==> src/rtl/date_field_adjuster_if.sv <==
// Date-edit bus between the adjust-selection controller, the date editor and the RTC write path.
interface date_field_adjuster_if;
    logic       a_dia;
    logic       a_mes;
    logic       a_year;
    logic       inc;
    logic       dec;
    logic       load;
    logic [7:0] day_in;
    logic [7:0] month_in;
    logic [7:0] year_in;
    logic       wr_ack;
    logic [7:0] day_bcd;
    logic [7:0] month_bcd;
    logic [7:0] year_bcd;
    logic       wr_req;
    logic [1:0] wr_field;
    logic [7:0] wr_data;
    logic       busy;

    modport master (
        output a_dia, a_mes, a_year, inc, dec, load, day_in, month_in, year_in, wr_ack,
        input  day_bcd, month_bcd, year_bcd, wr_req, wr_field, wr_data, busy
    );

    modport slave (
        input  a_dia, a_mes, a_year, inc, dec, load, day_in, month_in, year_in, wr_ack,
        output day_bcd, month_bcd, year_bcd, wr_req, wr_field, wr_data, busy
    );
endinterface

==> src/rtl/date_field_adjuster.sv <==
// BCD day/month/year editor with calendar wrap and day clamping.
// Every changed field, plus any clamped day, is pushed out through wr_req/wr_ack.
module date_field_adjuster #(
    parameter logic [7:0] DAY_RST  = 8'h01,
    parameter logic [7:0] MON_RST  = 8'h01,
    parameter logic [7:0] YEAR_RST = 8'h00
) (
    input  logic                 clk,
    input  logic                 rst,
    date_field_adjuster_if.slave bus
);

    localparam int unsigned BCD_W   = 8;
    localparam int unsigned FIELD_W = 2;

    localparam logic [FIELD_W-1:0] FLD_DAY  = 2'd0;
    localparam logic [FIELD_W-1:0] FLD_MON  = 2'd1;
    localparam logic [FIELD_W-1:0] FLD_YEAR = 2'd2;

    typedef enum logic [1:0] {
        IDLE     = 2'd0,
        WR_FIELD = 2'd1,
        WR_DAY   = 2'd2
    } state_t;

    state_t             state_q, state_d;
    logic [BCD_W-1:0]   day_q, day_d;
    logic [BCD_W-1:0]   mon_q, mon_d;
    logic [BCD_W-1:0]   year_q, year_d;
    logic               wr_req_q, wr_req_d;
    logic [FIELD_W-1:0] wr_field_q, wr_field_d;
    logic [BCD_W-1:0]   wr_data_q, wr_data_d;
    logic               clamp_q, clamp_d;
    logic               busy_q;

    // Year is passed as tens[0] and units[1:0]: (10*t + u) mod 4 == (2*t[0] + u) mod 4.
    function automatic logic [7:0] max_day(input logic [7:0] m, input logic y_t0,
                                           input logic [1:0] y_u);
        logic [1:0] r;
        r = {y_t0, 1'b0} + y_u;
        case (m)
            8'h04, 8'h06, 8'h09, 8'h11: max_day = 8'h30;
            8'h02:                      max_day = (r == 2'd0) ? 8'h29 : 8'h28;
            default:                    max_day = 8'h31;
        endcase
    endfunction

    function automatic logic [7:0] bcd_inc(input logic [7:0] v);
        if (v[3:0] >= 4'd9) bcd_inc = {v[7:4] + 4'd1, 4'd0};
        else                bcd_inc = {v[7:4], v[3:0] + 4'd1};
    endfunction

    function automatic logic [7:0] bcd_dec(input logic [7:0] v);
        if (v[3:0] == 4'd0) bcd_dec = {v[7:4] - 4'd1, 4'd9};
        else                bcd_dec = {v[7:4], v[3:0] - 4'd1};
    endfunction

    function automatic logic bcd_ok(input logic [7:0] v);
        bcd_ok = (v[7:4] <= 4'd9) && (v[3:0] <= 4'd9);
    endfunction

    logic             sel_ok, dir_ok, edit_ok;
    logic [BCD_W-1:0] lim_cur, day_edit, mon_edit, year_edit;
    logic [BCD_W-1:0] lim_mon, lim_year;
    logic [BCD_W-1:0] ld_mon, ld_year, ld_lim, ld_day;

    // Candidate values for an edit and for a load; the FSM picks which one lands.
    always_comb begin
        sel_ok  = ({bus.a_year, bus.a_mes, bus.a_dia} == 3'b001) ||
                  ({bus.a_year, bus.a_mes, bus.a_dia} == 3'b010) ||
                  ({bus.a_year, bus.a_mes, bus.a_dia} == 3'b100);
        dir_ok  = bus.inc ^ bus.dec;
        edit_ok = sel_ok && dir_ok;

        lim_cur = max_day(mon_q, year_q[4], year_q[1:0]);
        if (bus.inc) day_edit = (day_q >= lim_cur) ? 8'h01 : bcd_inc(day_q);
        else         day_edit = (day_q <= 8'h01) ? lim_cur : bcd_dec(day_q);

        if (bus.inc) mon_edit = (mon_q >= 8'h12) ? 8'h01 : bcd_inc(mon_q);
        else         mon_edit = (mon_q <= 8'h01) ? 8'h12 : bcd_dec(mon_q);

        if (bus.inc) year_edit = (year_q >= 8'h99) ? 8'h00 : bcd_inc(year_q);
        else         year_edit = (year_q == 8'h00) ? 8'h99 : bcd_dec(year_q);

        lim_mon  = max_day(mon_edit, year_q[4], year_q[1:0]);
        lim_year = max_day(mon_q, year_edit[4], year_edit[1:0]);

        ld_mon  = (bcd_ok(bus.month_in) && bus.month_in != 8'h00 && bus.month_in <= 8'h12)
                  ? bus.month_in : MON_RST;
        ld_year = bcd_ok(bus.year_in) ? bus.year_in : YEAR_RST;
        ld_lim  = max_day(ld_mon, ld_year[4], ld_year[1:0]);
        ld_day  = (bcd_ok(bus.day_in) && bus.day_in != 8'h00 && bus.day_in <= ld_lim)
                  ? bus.day_in : DAY_RST;
    end

    // Next-state and registered-output logic.
    always_comb begin
        state_d    = state_q;
        day_d      = day_q;
        mon_d      = mon_q;
        year_d     = year_q;
        wr_req_d   = wr_req_q;
        wr_field_d = wr_field_q;
        wr_data_d  = wr_data_q;
        clamp_d    = clamp_q;

        case (state_q)
            IDLE: begin
                if (bus.load) begin
                    day_d  = ld_day;
                    mon_d  = ld_mon;
                    year_d = ld_year;
                end else if (edit_ok) begin
                    wr_req_d = 1'b1;
                    state_d  = WR_FIELD;
                    if (bus.a_dia) begin
                        day_d      = day_edit;
                        wr_field_d = FLD_DAY;
                        wr_data_d  = day_edit;
                    end else if (bus.a_mes) begin
                        mon_d      = mon_edit;
                        wr_field_d = FLD_MON;
                        wr_data_d  = mon_edit;
                        if (day_q > lim_mon) begin
                            day_d   = lim_mon;
                            clamp_d = 1'b1;
                        end
                    end else begin
                        year_d     = year_edit;
                        wr_field_d = FLD_YEAR;
                        wr_data_d  = year_edit;
                        if (day_q > lim_year) begin
                            day_d   = lim_year;
                            clamp_d = 1'b1;
                        end
                    end
                end
            end
            WR_FIELD: begin
                if (bus.wr_ack) begin
                    if (clamp_q) begin
                        wr_field_d = FLD_DAY;
                        wr_data_d  = day_q;
                        state_d    = WR_DAY;
                    end else begin
                        wr_req_d = 1'b0;
                        state_d  = IDLE;
                    end
                end
            end
            WR_DAY: begin
                if (bus.wr_ack) begin
                    wr_req_d = 1'b0;
                    clamp_d  = 1'b0;
                    state_d  = IDLE;
                end
            end
            default: begin
                wr_req_d = 1'b0;
                clamp_d  = 1'b0;
                state_d  = IDLE;
            end
        endcase
    end

    always_ff @(posedge clk) begin
        if (rst) begin
            state_q    <= IDLE;
            day_q      <= DAY_RST;
            mon_q      <= MON_RST;
            year_q     <= YEAR_RST;
            wr_req_q   <= 1'b0;
            wr_field_q <= FLD_DAY;
            wr_data_q  <= 8'h00;
            clamp_q    <= 1'b0;
            busy_q     <= 1'b0;
        end else begin
            state_q    <= state_d;
            day_q      <= day_d;
            mon_q      <= mon_d;
            year_q     <= year_d;
            wr_req_q   <= wr_req_d;
            wr_field_q <= wr_field_d;
            wr_data_q  <= wr_data_d;
            clamp_q    <= clamp_d;
            busy_q     <= (state_d != IDLE);
        end
    end

    assign bus.day_bcd   = day_q;
    assign bus.month_bcd = mon_q;
    assign bus.year_bcd  = year_q;
    assign bus.wr_req    = wr_req_q;
    assign bus.wr_field  = wr_field_q;
    assign bus.wr_data   = wr_data_q;
    assign bus.busy      = busy_q;

endmodule

==> src/flat_wrapper.sv <==
// flat-port wrapper written by rule: the top's interface ports become plain ports
module date_field_adjuster_flat 
#(
    parameter logic [7:0] DAY_RST  = 8'h01,
    parameter logic [7:0] MON_RST  = 8'h01,
    parameter logic [7:0] YEAR_RST = 8'h00
)
  (clk, rst, bus_a_dia, bus_a_mes, bus_a_year, bus_inc, bus_dec, bus_load, bus_day_in, bus_month_in, bus_year_in, bus_wr_ack, bus_day_bcd, bus_month_bcd, bus_year_bcd, bus_wr_req, bus_wr_field, bus_wr_data, bus_busy);
  date_field_adjuster_if bus_i ();
  input  logic clk;
  input  logic rst;
  input wire logic [$bits(bus_i.a_dia)-1:0] bus_a_dia;
  input wire logic [$bits(bus_i.a_mes)-1:0] bus_a_mes;
  input wire logic [$bits(bus_i.a_year)-1:0] bus_a_year;
  input wire logic [$bits(bus_i.inc)-1:0] bus_inc;
  input wire logic [$bits(bus_i.dec)-1:0] bus_dec;
  input wire logic [$bits(bus_i.load)-1:0] bus_load;
  input wire logic [$bits(bus_i.day_in)-1:0] bus_day_in;
  input wire logic [$bits(bus_i.month_in)-1:0] bus_month_in;
  input wire logic [$bits(bus_i.year_in)-1:0] bus_year_in;
  input wire logic [$bits(bus_i.wr_ack)-1:0] bus_wr_ack;
  output wire logic [$bits(bus_i.day_bcd)-1:0] bus_day_bcd;
  output wire logic [$bits(bus_i.month_bcd)-1:0] bus_month_bcd;
  output wire logic [$bits(bus_i.year_bcd)-1:0] bus_year_bcd;
  output wire logic [$bits(bus_i.wr_req)-1:0] bus_wr_req;
  output wire logic [$bits(bus_i.wr_field)-1:0] bus_wr_field;
  output wire logic [$bits(bus_i.wr_data)-1:0] bus_wr_data;
  output wire logic [$bits(bus_i.busy)-1:0] bus_busy;
  assign bus_i.a_dia = bus_a_dia;
  assign bus_i.a_mes = bus_a_mes;
  assign bus_i.a_year = bus_a_year;
  assign bus_i.inc = bus_inc;
  assign bus_i.dec = bus_dec;
  assign bus_i.load = bus_load;
  assign bus_i.day_in = bus_day_in;
  assign bus_i.month_in = bus_month_in;
  assign bus_i.year_in = bus_year_in;
  assign bus_i.wr_ack = bus_wr_ack;
  assign bus_day_bcd = bus_i.day_bcd;
  assign bus_month_bcd = bus_i.month_bcd;
  assign bus_year_bcd = bus_i.year_bcd;
  assign bus_wr_req = bus_i.wr_req;
  assign bus_wr_field = bus_i.wr_field;
  assign bus_wr_data = bus_i.wr_data;
  assign bus_busy = bus_i.busy;
  date_field_adjuster #(.DAY_RST(DAY_RST), .MON_RST(MON_RST), .YEAR_RST(YEAR_RST)) u_core (.clk(clk), .rst(rst), .bus(bus_i));
endmodule
==> config.mk <==
export PLATFORM = sky130hd
export DESIGN_NAME = date_field_adjuster_flat
export DESIGN_NICKNAME = d
export VERILOG_FILES = /design/src/rtl/date_field_adjuster_if.sv /design/src/rtl/date_field_adjuster.sv /design/src/flat_wrapper.sv
export SDC_FILE = /design/constraint.sdc
export NUM_CORES = 1
export LEC_CHECK = 0
export ABC_CLOCK_PERIOD_IN_PS = 5100
export CAP_MARGIN = 30
export CORE_UTILIZATION = 54
export CTS_CLUSTER_DIAMETER = 50
export CTS_CLUSTER_SIZE = 25
export DETAILED_ROUTE_END_ITERATION = 6
export PLACE_DENSITY_LB_ADDON = 0.25
export SKIP_CTS_REPAIR_TIMING = 1
export SYNTH_ARGS = -nofsm -noshare
export SYNTH_HDL_FRONTEND = slang
export SYNTH_SLANG_ARGS = --single-unit
==> constraint.sdc <==
create_clock -name clk -period 5.1 [get_ports clk]
set_input_delay 1.02 -clock clk [delete_from_list [all_inputs] [get_ports clk]]
set_output_delay 1.02 -clock clk [all_outputs]
set_load 0.01 [all_outputs]
==> After elaboration in Yosys (flattened, before gate mapping) <==
Cells that the tools add are included.
{ "totals": {"elab_cells": 182, "in_bits": 33, "out_inout_bits": 36, "regBits": 39} }
{ "op_classes": {"n_reduce_logical": 34, "bitwise": 2, "eq_ne": 32, "magnitude_cmp": 18, "addsub": 15, "n_mux": 72} }
{ "op_table": {"columns": ["cell", "n"], "rows": [
  ["$mux W8", 38],
  ["$pmux W8 S2", 5],
  ["$eq A8 B3 Y1 const B", 6],
  ["$add A4 B1 Y4 const B", 6],
  ["$eq A8 B2 Y1 const B", 3],
  ["$eq A8 B4 Y1 const B", 3],
  ["$eq A8 B5 Y1 const B", 3],
  ["$le A4 B4 Y1 const B", 6],
  ["$sub A4 B1 Y4 const B", 6],
  ["$mux W2", 11],
  ["$gt A8 B8 Y1", 2],
  ["$le A8 B1 Y1 const B", 2],
  ["$reduce_bool A8 Y1", 2],
  ["$mux W1", 14],
  ["$ge A4 B4 Y1 const B", 3],
  ["$logic_not A4 Y1", 3],
  ["$reduce_and A4 Y1", 3],
  ["$reduce_or A4 Y1", 3],
  ["$ne A2 B2 Y1 const B", 5],
  ["$reduce_and A5 Y1", 2],
  ["$ge A8 B5 Y1 const B", 1],
  ["$ge A8 B8 Y1", 1],
  ["$ge A8 B8 Y1 const B", 1],
  ["$le A8 B5 Y1 const B", 1],
  ["22 further kinds", 43]
]} }

==> Logic depth before layout (Yosys ltp) <==
{ "depth": {"ltp_word": 15, "mapped_depth": 21, "ltp_nobuf": 19} }

==> Worst setup path after synthesis <==
OpenSTA, ideal clock, no wires.
{ "synth_path": {"path_type": "in2reg", "from": "input port bus_inc", "to": "register u_core.day_q[5] (netlist: u_core.bus.day_bcd[5])", "t_arrival_ns": 4.358, "required_time_ns": 5.014, "path_buffers": 2, "setup_ns": 0.086, "cell_stages": 17, "setup_slack_ns": 0.656, "cell_sequence": "buf_6 > or4b_4 > o41ai_4 > a21oi_2 > or3_1 > nor2_1 > nand3_1 > ha_1 > o21ai_0 > a31oi_1 > o32ai_1 > nor3_1 > o21ba_2 > o21ai_0 > clkbuf_1 > a211oi_1 > a211oi_1"} }
{ "synth_via": {"elab_chain_cells": 8, "elab_cells_between_ends": 25, "classes_between": "add/sub (1); order compare (2); eq/ne (6); mux (9); bitwise (1); reduce/logical (6)"} }
{ "synth_rtl": {"columns": ["element", "line", "text"], "rows": [
  ["from (decl)", "flat_wrapper.sv:15", "input wire logic [$bits(bus_i.inc)-1:0] bus_inc;"],
  ["$mux W8", "date_field_adjuster.sv:82", "if (bus.inc) year_edit = (year_q >= 8'h99) ? 8'h00 : bcd_inc(year_q);"],
  ["$add A2 B2 Y2", "date_field_adjuster.sv:40", "r = {y_t0, 1'b0} + y_u;"],
  ["$logic_not A2 Y1", "date_field_adjuster.sv:43", "8'h02: max_day = (r == 2'd0) ? 8'h29 : 8'h28;"],
  ["$mux W1", "date_field_adjuster.sv:43", null],
  ["$pmux W8 S2", "date_field_adjuster.sv:41", "case (m)"],
  ["$gt A8 B8 Y1", "date_field_adjuster.sv:132", "if (day_q > lim_year) begin"],
  ["$reduce_bool A4 Y1 (no line)", null, null],
  ["$reduce_and A4 Y1 (no line)", null, null],
  ["to (signal assigned)", "date_field_adjuster.sv:179", "day_q <= day_d;"],
  ["to (decl)", "date_field_adjuster.sv:27", "logic [BCD_W-1:0] day_q, day_d;"]
]} }
Several ways; a longest one is shown, not always the timed one. The select of a mux whose other input is x is not followed.
A chain may end at the register's enable or synchronous reset.

==> Worst setup path in the final report <==
{ "layout_path": {"from": "input port bus_inc", "to": "register u_core.day_q[1] (netlist: u_core.bus.day_bcd[1])"} }
The elaborated chain is that of the path after synthesis.

==> impl_metrics.csv <==
group,metric,value,unit
timing,setup_viol,0,
logic_synthesis,seq_area_frac_synth,19.6,%
drt,routedLengthMet1,5.31,mm
drt,dr.pass1.iters,7,
logic_synthesis,yosysMostFrequentCell,"nor2_1",
die,die_w,87.8,microns
power,peakVddDrop,0.197,mV
critical_path,path_cells,"clkdlybuf4s50_1 -> or4b_4 -> o41ai_4 -> a21oi_2 -> or3_1 -> nor2_1 -> nand3_1 -> ha_1 -> o21ai_0 -> a31oi_1 -> o32ai_1 -> nor3_1 -> o21ba_2 -> o21ai_0 -> buf_4 -> a221oi_1 -> a211oi_1",
layout,syn_to_final_growth,23.2,%
drt,wl_met3,1.23,mm
logic_synthesis,syn_area,0.00398,sq mm
hold_path,hold_start,"u_core.bus.wr_field[0]$_SDFFE_PP0P_",
logic_synthesis,synth_top_area_cell,"dfxtp_1",
drt,top_layer,"met4",
critical_path,critPathSlowestCell,"or4b_4",
timing,tightest_slew,0.855,ns
layout,final_layout_size_suffix_gt1_share,7.63,%
logic_synthesis,synth_nets,606,
layout,nNetsFinal,664,
logic_synthesis,syn-instance-count,544,
placement,dp.cells,691,
global_route,gr-total-overflow,0,
placement,dp_hpwl,9.74,mm
critical_path,worstReg2RegEnd,"u_core.bus.day_bcd[1]$_SDFFE_PP0P_",
critical_path,path_class,"input pin to flop",
timing,fmax,212,MHz
layout,n_fill_cell,594,
clocking,root_buffer,"clkbuf_8",
hold_path,hold_end,"u_core.bus.wr_field[0]$_SDFFE_PP0P_",
die,core,0.00694,sq mm
timing,tns,0,ns
outcome,status,"finished with violations",
logic_synthesis,synth_top_area_share,19.6,%
global_route,antenna_found_initial,0,
die,io_pins,69,
die,start_util,57.3,%
timing,min_period,4.72,ns
drt,vias,4649,
hold_path,hold_class,"flop to flop",
timing,post-route-period-util,92.6,%
critical_path,critical-path-max-stage-delay,0.52,ns
timing,hold_violations,0,
clocking,cts_tree,"built",
clocking,clk_pin_slew,0.08,ns
placement,place.port_buffers,68,
layout,stdcell_count,699,
layout,finalCoreUtilization,70.5,%
drt,wl,13.1,mm
die,die-area,0.00771,sq mm
power,leakage,0.00188,uW
critical_path,crit_top_cell,"o21ai_0",
logic_synthesis,synth-main-ff-cell,"dfxtp_1",
drt,wl_met2,6.20,mm
critical_path,endpoint_kind,"flop",
critical_path,crit_required,5.25,ns
critical_path,path_max_fanout,12,
drt,viasPerCell,6.65,
global_route,grt_pass1_vias,4222,
timing,rsz0062_at_grt,"no",
hold_path,holdPathStages,2,
flow_run,timing.max_cap.violations,0,
die,num_rows,30,
clocking,clock_sinks,39,
drt,detail_route.wl_per_cell,18.8,microns
placement,place_area,0.00477,sq mm
clocking,cts_max_level,2,
logic_synthesis,ys_ff_latch,39,
logic_synthesis,synth_area_leaders,"dfxtp_1, ha_1, nor2_1",
timing,whs,0.454,ns
critical_path,cp.arrival,4.87,ns
timing,skew,0.0124,ns
critical_path,r2r_start,"u_core.bus.month_bcd[0]$_SDFFE_PP1P_",
logic_synthesis,syn_avg_cell_area,7.31,sq um
logic_synthesis,yosysUniqueCellTypes,82,
placement,gp_congestion,0.962,
global_route,grt_max_degree,25,
outcome,violations,"DRC",
clocking,clock_path_buffers,2,
timing,finalMaxSlewViolations,0,
logic_synthesis,synth_warnings,0,
timing,slew_headroom,42.8,%
global_route,grt_usage,34.6,%
critical_path,ff2ff_setup_slack,0.51,ns
die,fp.dieH,87.8,microns
clocking,cts_buffers,5,
drt,ant_nets,0,
critical_path,cp-start-kind,"input pin",
logic_synthesis,synth_edf_count,0,
drt,drc,4,
clocking,clock_latency,0.30,ns
layout,antenna_cells,0,
power,cellPowerDensity,246,mW/mm^2
drt,drt_iter0_markers,569,
layout,design_area,0.00490,sq mm
global_route,grt_pass1_wl,20.9,mm
critical_path,reg2regPathDepth,17,
logic_synthesis,synthTopCellsByCount,"nor2_1, nand2_1, dfxtp_1",
logic_synthesis,ys_async_sr_fraction,0,%
## sequential cells by signal, summed over array words and instances (netlist names)
name and cells:
u_core.bus.busy 1, u_core.bus.day_bcd 8, u_core.bus.month_bcd 8, u_core.bus.wr_data 8, u_core.bus.wr_field 2, u_core.bus.wr_req 1
u_core.bus.year_bcd 8, u_core.clamp_q 1, u_core.state_q 2
## cell usage in the layout (no fill, tap or decap), types with 4 or more instances in the layout
master | netlist | final
nand2_1 | 42 | 42
a21oi_1 | 34 | 34
nor2_1 | 66 | 66
nor3b_1 | 5 | 5
xnor2_1 | 6 | 6
o221ai_1 | 4 | 4
a31oi_1 | 12 | 12
dfxtp_1 | 39 | 39
inv_1 | 35 | 35
nand3_1 | 13 | 13
a211oi_1 | 25 | 25
a32oi_1 | 4 | 4
xor2_1 | 5 | 5
clkbuf_8 | 0 | 5
nor3_1 | 11 | 11
buf_4 | 0 | 17
mux2i_1 | 9 | 9
a22oi_1 | 5 | 5
nor4_1 | 6 | 6
nand2b_1 | 6 | 6
o211ai_1 | 7 | 7
o21ai_0 | 28 | 28
nand4_1 | 10 | 10
o22ai_1 | 9 | 9
o32ai_1 | 4 | 4
o21a_1 | 5 | 5
o211a_1 | 4 | 4
nor2b_1 | 6 | 6
clkdlybuf4s50_1 | 0 | 68
ha_1 | 29 | 29
## power breakdown
| part | switching, uW | internal, uW |
|---|---|---|
| clock network | 118 | 196 |
| logic | 284 | 232 |
| registers | 49.8 | 325 |
## area by class of cell
| cell class | instances | area, sq um | area share, % |
|---|---|---|---|
| repair buffers | 85 | 808 | 16.5 |
| flip-flops and latches | 39 | 781 | 15.9 |
| clock buffers | 6 | 72.6 | 1.48 |
| inverters | 36 | 135 | 2.76 |
| multi-input cells | 435 | 2920 | 59.6 |
| well taps | 96 | 120 | 2.45 |
| clock inverters | 2 | 60.1 | 1.23 |
## critical path, delay by kind of cell
kind / cells / cell delay [ns]
AND/OR/NAND/NOR: 5 / 1.49
buffers and inverters: 2 / 0.70
adder cells (fa/ha/maj): 1 / 0.31
AO/OA/AOI/OAI: 9 / 1.34
## cells by family after synthesis
group	after synthesis	share of synthesized area, %
adder cells (fa/ha/maj)	29	9.13
XOR/XNOR	11	2.42
AND/OR/NAND/NOR	197	25.4
flip-flops	39	19.6
buffers and inverters	70	6.89
AO/OA/AOI/OAI	188	34.0
multiplexers	10	2.55
## how the worst max path moves through the flow
stage                                              start                                  to  slack [ns]  depth (start not counted)
global route        u_core.bus.month_bcd[0]$_SDFFE_PP1P_  u_core.bus.day_bcd[1]$_SDFFE_PP0P_        0.11                         17
finish                                           bus_inc  u_core.bus.day_bcd[1]$_SDFFE_PP0P_        0.38                         17
floorplan                                        bus_inc  u_core.bus.day_bcd[5]$_SDFFE_PP0P_        0.66                         17
detailed placement                               bus_inc  u_core.bus.day_bcd[1]$_SDFFE_PP0P_        0.22                         17
CTS                                              bus_inc  u_core.bus.day_bcd[1]$_SDFFE_PP0P_        0.52                         17
global placement                                 bus_inc  u_core.bus.day_bcd[1]$_SDFFE_PP0P_        0.37                         17
## through the flow
stage	setup slack, ns	total power (uW)
after CTS	0.516	1190
after global routing	0.106	1260
after detailed placement	0.220	878
after floorplan	0.656	699
after global placement	0.367	864
final	0.380	1200
## layer usage
metal	track usage, %	up-vias
li1	-	2150
met1	44.8	2151
met2	56.3	293
met3	6.88	55
met4	14.0	0
met5	0	-
Note: power is estimated with default switching activity, not from simulation.
